===== config.mk =====
export PLATFORM = sky130hd
export DESIGN_NAME = fifo_rd_ctrl
export DESIGN_NICKNAME = d
export VERILOG_FILES = /design/src/rtl/fifo_rd_ctrl.sv
export SDC_FILE = /design/constraint.sdc
export NUM_CORES = 1
export LEC_CHECK = 0
export BUFFER_PORTS_ARGS = -buffer_cell sky130_fd_sc_hd__buf_4
export CORE_ASPECT_RATIO = 0.6
export CORE_MARGIN = 2
export CORE_UTILIZATION = 30
export CTS_CLUSTER_SIZE = 20
export DETAILED_ROUTE_END_ITERATION = 10
export GPL_TIMING_DRIVEN = 0
export SLEW_MARGIN = 20
export SYNTH_ARGS = -nofsm -noshare
export SYNTH_HDL_FRONTEND = slang
export SYNTH_SLANG_ARGS = --single-unit

===== constraint.sdc =====
create_clock -name clk -period 4 [get_ports clk]
set_input_delay 0.4 -clock clk [delete_from_list [all_inputs] [get_ports clk]]
set_output_delay 0.4 -clock clk [all_outputs]
set_load 0.02 [all_outputs]

===== src/rtl/fifo_rd_ctrl.sv =====
// Read-side controller for a registered-output FIFO. It issues rd pulses only
// when the FIFO has data and the 2-entry skid buffer can absorb the returning
// word. It streams a programmed number of words on valid/ready, then pulses
// done.
module fifo_rd_ctrl #(
  parameter int bw    = 4,
  parameter int simd  = 1,
  parameter int len_w = 8
) (
  input  logic                 clk,
  input  logic                 reset,
  input  logic                 start,
  input  logic [len_w-1:0]     len,
  input  logic                 fifo_empty,
  output logic                 fifo_rd,
  input  logic [simd*bw-1:0]   fifo_data,
  output logic [simd*bw-1:0]   out_data,
  output logic                 out_valid,
  input  logic                 out_ready,
  output logic                 busy,
  output logic                 done,
  output logic [len_w-1:0]     word_cnt
);

  localparam int DW = simd * bw;

  typedef enum logic [1:0] {
    IDLE,
    RUN,
    DRAIN,
    DONE
  } state_t;

  state_t           state;
  logic [len_w-1:0] len_q;
  logic [len_w-1:0] issued;
  logic             inflight;
  logic [1:0]       occ;
  logic [DW-1:0]    buf0;
  logic [DW-1:0]    buf1;
  logic             pop;
  logic [2:0]       room_need;

  assign out_valid = (occ != 2'd0);
  assign out_data  = buf0;

  // Read gating: a new read is legal only if the buffer plus the word already
  // in flight, less this cycle's pop, leaves room for one more entry.
  always_comb begin
    pop       = (occ != 2'd0) & out_ready;
    room_need = {1'b0, occ} + {2'b00, inflight} - {2'b00, pop};
    fifo_rd   = !reset && (state == RUN) && !fifo_empty &&
                (issued < len_q) && (room_need <= 3'd1);
  end

  // Transfer FSM with counters; busy and done are registered with the state.
  always_ff @(posedge clk) begin
    if (reset) begin
      state    <= IDLE;
      len_q    <= '0;
      issued   <= '0;
      word_cnt <= '0;
      busy     <= 1'b0;
      done     <= 1'b0;
    end else begin
      done <= 1'b0;
      if (pop) begin
        word_cnt <= word_cnt + 1'b1;
      end
      if (fifo_rd) begin
        issued <= issued + 1'b1;
      end
      case (state)
        IDLE: begin
          if (start) begin
            len_q    <= len;
            issued   <= '0;
            word_cnt <= '0;
            if (len == '0) begin
              state <= DONE;
              done  <= 1'b1;
            end else begin
              state <= RUN;
              busy  <= 1'b1;
            end
          end
        end
        RUN: begin
          if (fifo_rd && (issued + 1'b1 == len_q)) begin
            state <= DRAIN;
          end
        end
        DRAIN: begin
          if (pop && (word_cnt + 1'b1 == len_q)) begin
            state <= DONE;
            done  <= 1'b1;
            busy  <= 1'b0;
          end
        end
        DONE: begin
          state <= IDLE;
        end
        default: begin
          state <= IDLE;
          busy  <= 1'b0;
        end
      endcase
    end
  end

  // Skid buffer: buf0 is the head. The word read last cycle is captured from
  // fifo_data this cycle, while the head drains on pop.
  always_ff @(posedge clk) begin
    if (reset) begin
      inflight <= 1'b0;
      occ      <= 2'd0;
      buf0     <= '0;
      buf1     <= '0;
    end else begin
      inflight <= fifo_rd;
      case ({inflight, pop})
        2'b10: begin
          if (occ == 2'd0) begin
            buf0 <= fifo_data;
          end else begin
            buf1 <= fifo_data;
          end
          occ <= occ + 1'b1;
        end
        2'b01: begin
          if (occ == 2'd2) begin
            buf0 <= buf1;
          end
          occ <= occ - 1'b1;
        end
        2'b11: begin
          if (occ == 2'd1) begin
            buf0 <= fifo_data;
          end else begin
            buf0 <= buf1;
            buf1 <= fifo_data;
          end
        end
        default: begin
        end
      endcase
    end
  end

  // The read gating makes overflow impossible; flag it if it ever happens.
  overflow_a: assert property (@(posedge clk) disable iff (reset)
    !(inflight && !pop && (occ == 2'd2)));
  occ_range_a: assert property (@(posedge clk) disable iff (reset)
    occ != 2'd3);

endmodule


Yosys cells after proc, flatten, opt, wreduce, memory -nomap -nowiden:

Cells that the tools add are included.

* flip-flop bits (word level): 39
* bits in latches: 0
* memory bits (writable): 0
* ROM bits: 0
* input port bits: 17
* output and inout port bits: 16
* word-level logic and storage cells: 85
* memories kept: 0

* $add $sub $neg: 6
* $mul: 0
* divide/modulo/power cells: 0
* $lt $le $gt $ge: 2
* equality and inequality tests: 18
* shift operators: 0
* multiplexer cells: 27
* bitwise operators: 1
* reductions and logical operators: 21

Operators by type and width (count)
* $mux 8: 6
* $mux 4: 5
* $add 8x1->8 const B: 2
* $eq 8x8->1: 2
* $ne 2x2->1 const B: 7
* $pmux 4 s3: 1
* $eq 2x2->1 const B: 5
* $reduce_and 3->1: 3
* $logic_not 8->1: 1
* $lt 8x8->1: 1
* $mux 2: 4
* $pmux 2 s4: 1
* $pmux 4 s2: 1
* $reduce_bool 2->1: 4
* $eq 2x1->1 const B: 3
* $logic_and 1x1->1: 6
* $mux 1: 6
* $logic_not 2->1: 2
* $pmux 1 s2: 2
* $pmux 2 s2: 1
* $reduce_and 4->1: 1
* $add 2x1->3: 1
* $le 3x1->1 const B: 1
* $reduce_bool 3->1: 1
* other kinds (7): 8

Longest topological paths before layout:

Gate-level depths: netlist of run 1.

* depth in word-level cells: 8
* mapped depth: 15
* mapped depth without buffers: 14

Least setup slack after synthesis of run 1:

OpenSTA, ideal clock, no wires.

* path type: register to register
* from: register occ[1]
* to: register issued[6]
* setup time: 0.070 ns
* arrival: 3.155 ns
* data required time: 3.930 ns
* path slack: 0.775 ns
* stages on the path, launching flop included: 15
* path buffers: 1
* period minus slack after synthesis: 3.225 ns
* path through: dfxtp_1 -> inv_1 -> ha_1 -> nor2b_1 -> buf_2 -> xnor2_1 -> ha_1 -> inv_1 -> fa_1 -> xor2_1 -> a2111oi_4 -> nand4_2 -> or2_1 -> or3_1 -> a21oi_1

* word-level cells in the longest chain between the ends: 8
* elaborated cells on any way between the ends: 9
* those cells by class: add/sub: 2; order compare: 1; mux: 3; bitwise: 1; reduce/logical: 2

RTL lines
* from (decl): RTL line 38 `logic [1:0] occ;`
* from (signal assigned): RTL line 128 `occ <= occ + 1'b1;`
* from (signal assigned): RTL line 134 `occ <= occ - 1'b1;`
* branches (longest 2 deep; another with $add 2x1->3)
* $sub 3x1->3 *: RTL line 51 `room_need = {1'b0, occ} + {2'b00, inflight} - {2'b00, pop};`
* $le 3x1->1 *: RTL line 53 `(issued < len_q) && (room_need <= 3'd1);`
* $logic_and 1x1->1 *: RTL line 53
* $mux 8 *: RTL line 70 `if (fifo_rd) begin`
* $mux 8: RTL line 75 `if (start) begin`
* $mux 8 *: RTL line 73 `case (state)`
* to (signal assigned): RTL line 71 `issued <= issued + 1'b1;`
* to (decl): RTL line 36 `logic [len_w-1:0] issued;`

Mark *: on every way between the ends.
A chain may end at the register's enable or synchronous reset.

Worst setup path after layout of run 1:

* from: register occ[1]
* to: output fifo_rd

* word-level cells in the longest chain between the ends: 5
* elaborated cells on any way between the ends: 6
* those cells by class: add/sub: 2; order compare: 1; bitwise: 1; reduce/logical: 2

RTL lines
* branches (longest 2 deep; another with $add 2x1->3)
* $sub 3x1->3 *: RTL line 51
* $le 3x1->1 *: RTL line 53
* $logic_and 1x1->1 *: RTL line 53
* to (decl): RTL line 15 `output logic fifo_rd,`

Marked as above.

==> flow_metrics.py, run 1 <==
metrics = {
    "clock_network": {
        "htree_levels": 2,
        "cts_hold_buffers": 0,
        "clock_latency_ps": 290,
        "clk_pin_slew_ps": 60,
        "root_buffer": "clkbuf_16",
        "cts_made_buffers": 5,
        "clk_path_buf_depth": 2,
        "cts_tree": "done",
        "clock-sinks": 39,
    },
    "cells_and_area": {
        "num_antenna_cells": 0,
        "fin_nets": 361,
        "final_cells": 431,
        "drive_above_1_share": 0.144,
        "syn2layout_area_growth_pct": 23.8,
    },
    "drt": {
        "vias": 2034,
        "antenna_left": 0,
        "wl_per_cell_microns": 12.9,
        "drt_first_pass_iters": 4,
        "routed_wirelength_microns": 5580,
        "vias_per_cell": 4.72,
        "drcViolationCount": 0,
        "drt-initial-drc-count": 90,
    },
    "logic_synthesis": {
        "synth_edf_count": 0,
        "ys_seq_area_frac": 0.331,
        "yosys_warnings": 0,
        "synth.distinct_cells": 43,
        "async_reset_ff_frac": 0,
        "synth_top_area_cell": "dfxtp_1",
        "synthTopCellsByCount": "39 x dfxtp_1, 36 x nand2_1, 32 x nor2_1",
        "syn-num-nets": 323,
        "synth_cells": 288,
        "synth_ff_type": "dfxtp_1",
        "synth.avg_cell_area_sq_um": 8.19,
        "synth.cell_area_sq_um": 2360,
        "netlist.area_leader.share": 0.331,
        "yosysMostFrequentCell": "dfxtp_1",
        "yosys_register_bits": 39,
        "synth_top_cells_by_area": "dfxtp_1 33%, ha_1 9.0%, xnor2_1 7.8%, nand2_1 5.7%, nor2_1 5.1%",
    },
    "setup_path": {
        "end_kind": "output pin",
        "path_buf_inv": 5,
        "max_stage_delay_ps": 440,
        "r2r_cells": 14,
        "r2r_setup_slack_ps": 410,
        "cp-start-kind": "register",
        "crit_arrival_ps": 3320,
        "worstPathRequired_ps": 3600,
        "r2r_start": "occ[1]",
        "critPathMaxFanout": 9,
        "critPathSlowestCell": "dfxtp_1",
        "r2r-end": "issued[6]",
        "worstSetupPathType": "register to output pin",
        "path_delay_family": "adder cells",
        "cp_cell_sequence": "inv_1 > ha_1 > nor2b_1 > buf_2 > xnor2_1 > ha_1 > inv_1 > fa_1 > xor2_1 > a2111oi_4 > nand4_4 > inv_2 > buf_4",
    },
    "sta": {
        "fin_worst_skew_ps": 3.57,
        "tns_ps": 0,
        "finalSetupViolations": 0,
        "fmax_mhz": 269,
        "hold_viol_final": 0,
        "rsz0062_at_grt": "false",
        "timing.final.crit_share": 0.929,
        "worstMarginPinSlew_ps": 531,
        "fin_crit_ps": 3720,
        "slew-limit-headroom": 0.646,
        "slew_violations": 0,
    },
    "hold_path": {
        "hold_path_end": "buf1[2]",
        "hold_path_depth": 3,
        "hp-start": "fifo_data[2]",
        "hold_path_class": "input pin to register",
    },
    "status": {
        "status": "complete, no violations",
    },
    "global_routing": {
        "grt_pass1_vias": 1832,
        "grt_pass1_wl_microns": 9220,
        "grt_use_total": 0.137,
        "antenna_found_initial": 0,
        "grt_max_degree": 13,
        "gr-total-overflow": 0,
    },
    "place": {
        "place_congestion": 0.838,
        "dpl.hpwl_microns": 4380,
        "portBuffers": 31,
        "place_inst": 423,
    },
    "pwr": {
        "p_leak_nw": 1.16,
        "p_per_area_nw_per_um2": 527,
        "vdd_ir_drop_max_v": 0.000222,
    },
    "floorplan": {
        "die_area_sq_um": 8610,
        "die_w_microns": 119,
        "core_sq_um": 7450,
        "die_h_microns": 72.7,
        "rows": 24,
        "ioPinCount": 33,
        "start_util": 0.317,
    },
    "flow_run": {
        "cap_violations": 0,
    },
}
## layout by cell type (no fill, tap or decap), types with 2 or more instances in the layout
cell / instances
a211oi_1: 4
a21oi_1: 18
a31oi_1: 3
and2_1: 2
and3_1: 3
and4_1: 2
buf_2: 2
buf_4: 31
bufinv_16: 2
clkbuf_1: 13
clkbuf_16: 5
dfxtp_1: 39
ha_1: 17
inv_1: 17
mux2i_1: 10
nand2_1: 36
nand2b_1: 4
nand3_1: 9
nor2_1: 32
nor2b_1: 3
nor3_1: 2
nor3b_1: 2
nor4_1: 3
o2111ai_1: 3
o211ai_1: 2
o21ai_0: 8
or3_1: 4
xnor2_1: 21
xor2_1: 12
## kinds of logic after synthesis
family / after synthesis / share of synthesized area
fa+ha+maj: 18 / 0.0986
simple gates: 108 / 0.216
compound gates: 47 / 0.135
buf+inv: 33 / 0.0541
flops: 39 / 0.331
xor+xnor: 33 / 0.122
mux: 10 / 0.0424
## how the worst max path moves through the flow
stage	start	end	slack (ps)	depth (start not counted)
detailed placement	occ[1]	issued[6]	370	14
global placement	occ[1]	issued[6]	430	14
finish	occ[1]	fifo_rd	280	13
CTS	occ[1]	fifo_rd	130	13
global route	occ[1]	fifo_rd	30	13
floorplan	occ[1]	issued[6]	780	14
## per-stage QoR
stage / utilization / worst slack, ps / total power (W) / hold slack (ps) / area, sq um
finish: 0.392 / 284 / 0.00154 / 363 / 2920
global route: 0.392 / 27.3 / 0.00164 / 362 / 2920
CTS: 0.391 / 127 / 0.00154 / 359 / 2910
detailed placement: 0.366 / 369 / 0.00102 / 469 / 2720
global placement: 0.366 / 427 / 0.00101 / 459 / 2720
floorplan: - / 775 / 0.000867 / 460 / 2360
## layout make-up
class | instances | area (sq um)
clock inverter | 2 | 60.1
clock buffer | 6 | 129
sequential | 39 | 781
tap | 104 | 130
buffer | 15 | 60.1
multi-input combinational | 216 | 1460
timing repair buffer | 31 | 233
inverter | 18 | 67.6
fill | 807 | 4530
## flip-flops by register name, summed over array words and instances (netlist names)
name and flops:
issued 8, len_q 8, word_cnt 8, buf1 4, out_data 4, occ 2, state 2, busy 1
done 1, inflight 1
## worst min-delay path: stages
cell and delay [ps]:
buf_4 80, mux2i_1 60, nor2_1 70
## power by group
| part | leakage [nW] | switching [W] | total [W] | internal, W |
|---|---|---|---|---|
| logic | 0.750 | 0.000314 | 0.000529 | 0.000215 |
| clock network | 0.0911 | 0.000167 | 0.000525 | 0.000358 |
| registers | 0.316 | 0.0000475 | 0.000483 | 0.000436 |
| total | 1.16 | 0.000529 | 0.00154 | 0.00101 |
## routing by layer
| metal | share of wire | global-route usage | routed length, microns |
|---|---|---|---|
| met1 | 0.56 | 0.211 | 3140 |
| met3 | 0.040 | 0.0352 | 224 |
| met5 | 0 | 0 | 0 |
| met2 | 0.39 | 0.181 | 2170 |
| met4 | 0.0081 | 0.0437 | 45 |
## timing repair
| item | CTS | global route |
|---|---|---|
| setup buffers | 0 | 0 |
| resized for setup | 0 | 2 |
| setup endpoints to repair | 0 | 1 |
(Power assumes the default switching activity.)
==> inputs of run 2 (changes only) <==
==> constraint.sdc (replaced) <==
create_clock -name clk -period 3.5 [get_ports clk]
set_input_delay 0.35 -clock clk [delete_from_list [all_inputs] [get_ports clk]]
set_output_delay 0.35 -clock clk [all_outputs]
set_load 0.02 [all_outputs]
==> flow_metrics.py, run 2 (synthesis results as in run 1) <==
metrics = {
    "drt": {
        "vias": 2050,
        "wl_per_cell_microns": 13.0,
        "drt-initial-drc-count": 123,
        "drt_first_pass_iters": 4,
        "vias_per_cell": 4.69,
        "drcViolationCount": 0,
        "antenna_left": 0,
        "routed_wirelength_microns": 5680,
    },
    "setup_path": {
        "cp-start-kind": "register",
        "path_depth": 13,
        "cp_cell_sequence": "inv_1 > ha_2 > nor2b_1 > buf_4 > xnor2_2 > ha_2 > inv_1 > fa_1 > xor2_1 > a2111oi_4 > nand4_4 > inv_4 > buf_4",
        "worstSetupPathType": "register to output pin",
        "path_buf_inv": 5,
        "end_kind": "output pin",
        "critPathMaxFanout": 6,
        "worstPathRequired_ps": 3150,
        "max_stage_delay_ps": 390,
        "critPathSlowestCell": "a2111oi_4",
        "crit_arrival_ps": 3010,
        "path_delay_family": "adder cells",
        "r2r_cells": 14,
    },
    "status": {
        "status": "complete, no violations",
    },
    "place": {
        "dpl.hpwl_microns": 4380,
        "postPlaceCellArea_sq_um": 2720,
        "pre_cts_ws_ps": -131,
        "place_congestion": 0.838,
        "portBuffers": 31,
        "place_inst": 423,
    },
    "pwr": {
        "p_leak_nw": 1.19,
        "p_per_area_nw_per_um2": 601,
        "vdd_ir_drop_max_v": 0.000261,
    },
    "sta": {
        "timing.final.crit_share": 0.959,
        "setup_ws_ps": 143,
        "finalSetupViolations": 0,
        "hold_viol_final": 0,
        "fin_hold_ws_ps": 310,
        "slew_violations": 0,
        "worstMarginPinSlew_ps": 532,
        "tns_ps": 0,
        "fmax_mhz": 298,
        "fin_crit_ps": 3360,
        "slew-limit-headroom": 0.645,
        "fin_worst_skew_ps": 3.70,
    },
    "global_routing": {
        "grt_use_total": 0.137,
        "grt_max_degree": 13,
        "grt_pass1_wl_microns": 9230,
        "grt_pass1_vias": 1850,
        "antenna_found_initial": 0,
        "gr-total-overflow": 0,
    },
    "floorplan": {
        "die_w_microns": 119,
        "rows": 24,
        "start_util": 0.317,
        "core_sq_um": 7450,
        "ioPinCount": 33,
        "die_h_microns": 72.7,
        "die_area_sq_um": 8610,
    },
    "hold_path": {
        "hold_path_depth": 3,
        "hold_path_class": "input pin to register",
    },
    "cells_and_area": {
        "fin_nets": 367,
        "num_antenna_cells": 0,
        "drive_above_1_share": 0.180,
        "n_fill_cell": 796,
        "final_common_cell": "buf_4",
        "top_regs": "issued: 8 flops, len_q: 8 flops, word_cnt: 8 flops",
        "final_cell_mix": "38 x buf_4, 37 x dfxtp_1, 36 x nand2_1, 32 x nor2_1, 20 x xnor2_1",
        "syn2layout_area_growth_pct": 27.1,
        "final_cells": 437,
        "final_area_sq_um": 3000,
    },
    "clock_network": {
        "clk_pin_slew_ps": 60,
        "root_buffer": "clkbuf_16",
        "cts_tree": "done",
        "cts_made_buffers": 5,
        "clock-sinks": 39,
        "clk_path_buf_depth": 2,
        "htree_levels": 2,
        "clock_latency_ps": 290,
    },
    "flow_run": {
        "cap_violations": 0,
    },
}
==> run 2: cell types whose count changed in the layout (fill, tap and decap cells not counted), sizes merged <==
cell / before / now
buf: 33 / 39
==> run 2: worst paths after layout <==
path,startpoint,slack [ps],endpoint
worst max register to register,occ[1],170,issued[6]
worst min-delay path,fifo_data[0],310,buf1[0]
worst min register to register,busy,480,busy
worst max-delay path,occ[1],140,fifo_rd
==> run 2: area by class of cell <==
| class | count | area (sq um) | share of cell area |
|---|---|---|---|
| multi-input combinational | 216 | 1480 | 0.495 |
| sequential | 39 | 786 | 0.262 |
| timing repair buffer | 37 | 278 | 0.0926 |
| tap | 104 | 130 | 0.0434 |
| clock buffer | 6 | 129 | 0.0430 |
| inverter | 18 | 70.1 | 0.0234 |
| buffer | 15 | 62.6 | 0.0209 |
| clock inverter | 2 | 60.1 | 0.0200 |
==> run 2: metal layers <==
layer,GRT usage,share of wire
met5,0,0
met4,0.0503,0.010
met3,0.0352,0.043
met2,0.179,0.40
met1,0.211,0.55
==> run 2: worst reg2reg max path, stage by stage (launching register included) <==
cell,delay (ps)
dfxtp_4,360
inv_1,80
ha_2,200
nor2b_1,50
buf_4,150
xnor2_2,180
ha_2,200
inv_1,40
fa_1,370
xor2_1,200
a2111oi_4,390
nand4_4,220
or2_4,310
or3_1,340
a21oi_1,150
==> run 2: power by group <==
part           switching [W]  total (W)  internal, W
Sequential         0.0000553   0.000556     0.000501
Combinational       0.000373   0.000647     0.000274
Clock               0.000188   0.000597     0.000409
Total               0.000617    0.00180      0.00118
==> run 2: through the flow <==
stage | util | total power (W)
floorplan | - | 0.000991
global placement | 0.366 | 0.00115
detailed placement | 0.366 | 0.00116
CTS | 0.395 | 0.00178
global route | 0.403 | 0.00192
finish | 0.403 | 0.00180
==> run 2: repair_timing <==
item | in CTS | in global routing
hold buffers | 0 | 0
endpoints found under the setup margin | 5 | 5
buffers inserted | 2 | 4
pin swaps | 2 | 2
resized for setup | 5 | 8
==> inputs of run 3 (changes only) <==
--- a/config.mk
+++ b/config.mk
@@ -7,7 +7,6 @@
 export LEC_CHECK = 0
 export BUFFER_PORTS_ARGS = -buffer_cell sky130_fd_sc_hd__buf_4
 export CORE_ASPECT_RATIO = 0.6
-export CORE_MARGIN = 2
 export CORE_UTILIZATION = 30
 export CTS_CLUSTER_SIZE = 20
 export DETAILED_ROUTE_END_ITERATION = 10
==> flow_metrics.py, run 3 (synthesis results as in run 1) <==
metrics = {
    "status": {
        "status": "complete, no violations",
    },
    "setup_path": {
        "max_stage_delay_ps": 400,
        "cp-start-kind": "register",
        "path_delay_family": "adder cells",
        "worstPathRequired_ps": 3150,
        "cp_cell_sequence": "inv_1 > ha_1 > nor2b_1 > buf_4 > xnor2_2 > ha_1 > inv_1 > fa_1 > xor2_1 > a2111oi_4 > nand4_4 > inv_4 > buf_4",
        "path_buf_inv": 5,
        "crit_arrival_ps": 3010,
        "end_kind": "output pin",
        "critPathMaxFanout": 5,
        "worstSetupPathType": "register to output pin",
        "critPathSlowestCell": "a2111oi_4",
    },
    "floorplan": {
        "start_util": 0.317,
        "die_w_microns": 117,
        "rows": 24,
        "core_sq_um": 7450,
        "die_area_sq_um": 8240,
        "ioPinCount": 33,
        "die_h_microns": 70.7,
    },
    "sta": {
        "hold_viol_final": 0,
        "finalSetupViolations": 0,
        "worstMarginPinSlew_ps": 553,
        "fin_worst_skew_ps": 6.15,
        "timing.final.crit_share": 0.961,
        "fin_crit_ps": 3360,
        "tns_ps": 0,
        "fmax_mhz": 297,
        "slew_violations": 0,
        "slew-limit-headroom": 0.622,
    },
    "cells_and_area": {
        "utilization": 0.396,
        "syn2layout_area_growth_pct": 25.0,
        "n_fill_cell": 794,
        "final_area_sq_um": 2950,
        "fin_nets": 366,
        "top_regs": "issued: 8 flops, len_q: 8 flops, word_cnt: 8 flops",
        "final_cell_mix": "37 x buf_4, 37 x dfxtp_1, 36 x nand2_1, 32 x nor2_1, 20 x xnor2_1",
        "num_antenna_cells": 0,
        "drive_above_1_share": 0.169,
    },
    "drt": {
        "routed_wirelength_microns": 5700,
        "wl_met2_microns": 2230,
        "vias_per_cell": 4.68,
        "vias": 2036,
        "drt_first_pass_iters": 4,
        "antenna_left": 0,
        "wl_per_cell_microns": 13.1,
        "top_layer": "met4",
        "drcViolationCount": 0,
        "drt-initial-drc-count": 74,
        "routed-wl-met3_microns": 382,
        "met1_length_microns": 3020,
    },
    "clock_network": {
        "clk_pin_slew_ps": 60,
        "cts_made_buffers": 5,
        "clock-sinks": 39,
        "htree_levels": 2,
        "clock_latency_ps": 290,
        "cts_tree": "done",
        "clk_path_buf_depth": 2,
        "root_buffer": "clkbuf_16",
    },
    "place": {
        "portBuffers": 31,
        "dpl.hpwl_microns": 4390,
        "postPlaceCellArea_sq_um": 2720,
        "place_congestion": 0.781,
    },
    "pwr": {
        "vdd_ir_drop_max_v": 0.000306,
        "p_leak_nw": 1.18,
        "p_per_area_nw_per_um2": 582,
    },
    "global_routing": {
        "grt_pass1_vias": 1913,
        "grt_max_degree": 13,
        "grt_use_total": 0.151,
        "gr-total-overflow": 0,
        "antenna_found_initial": 0,
        "grt_pass1_wl_microns": 9420,
    },
    "hold_path": {
        "hold_path_class": "input pin to register",
    },
    "flow_run": {
        "cap_violations": 0,
    },
}
## run 3: changes by cell type in the layout (fill, tap and decap cells not counted), sizes merged
| cell | previous run | this run |
|---|---|---|
| clkinvlp | 0 | 1 |
| bufinv | 2 | 1 |
| buf | 39 | 38 |
| clkbuf | 19 | 18 |
## run 3: worst paths after layout
path              slack [ps]  cells after the start         start  endpoint
setup / recovery         140                     13        occ[0]   fifo_rd
hold / removal           310                      3  fifo_data[2]   buf1[2]
setup reg to reg         180                     14        occ[0]  state[0]
hold reg to reg          480                      2          busy      busy
## run 3: per-stage QoR
step           power [W]  hold slack (ps)  worst slack [ps]  instances
2_1_floorplan   0.000991              460               275        288
3_3_place_gp     0.00115              459             -88.1        423
3_5_place_dp     0.00116              475              -135        423
4_1_cts          0.00171              308              33.7        431
5_1_grt          0.00182              323             -8.04        435
6_report         0.00172              310               138        435
## run 3: where the power goes
| group | switching [W] | internal (W) |
|---|---|---|
| sequential | 0.0000541 | 0.000500 |
| combinational | 0.000375 | 0.000268 |
| clock | 0.000187 | 0.000332 |
## run 3: cell type report
type	count	area, sq um	area share
flip-flops and latches	39	783	0.266
clock buffers	5	125	0.0424
clock inverters	2	37.5	0.0127
repair buffers	36	270	0.0916
inverters	18	70.1	0.0238
plain buffers	15	62.6	0.0212
multi-input cells	216	1470	0.499
well taps	104	130	0.0441
## run 3: timing repair
| action | CTS | global route |
|---|---|---|
| hold buffers | 0 | 0 |
| buffers inserted | 1 | 4 |
| setup endpoints to repair | 5 | 5 |
| pin swaps | 2 | 3 |
| resized for setup | 5 | 3 |
## run 3: routing by layer
metal  GRT usage  vias up
li1            -     1066
met1       0.222      921
met5           0        -
met3      0.0437        8
met4      0.0470        0
met2       0.210       41
## run 3: worst min-delay path, stage by stage
cell	delay, ps
buf_4	80
mux2i_1	60
nor2_1	70
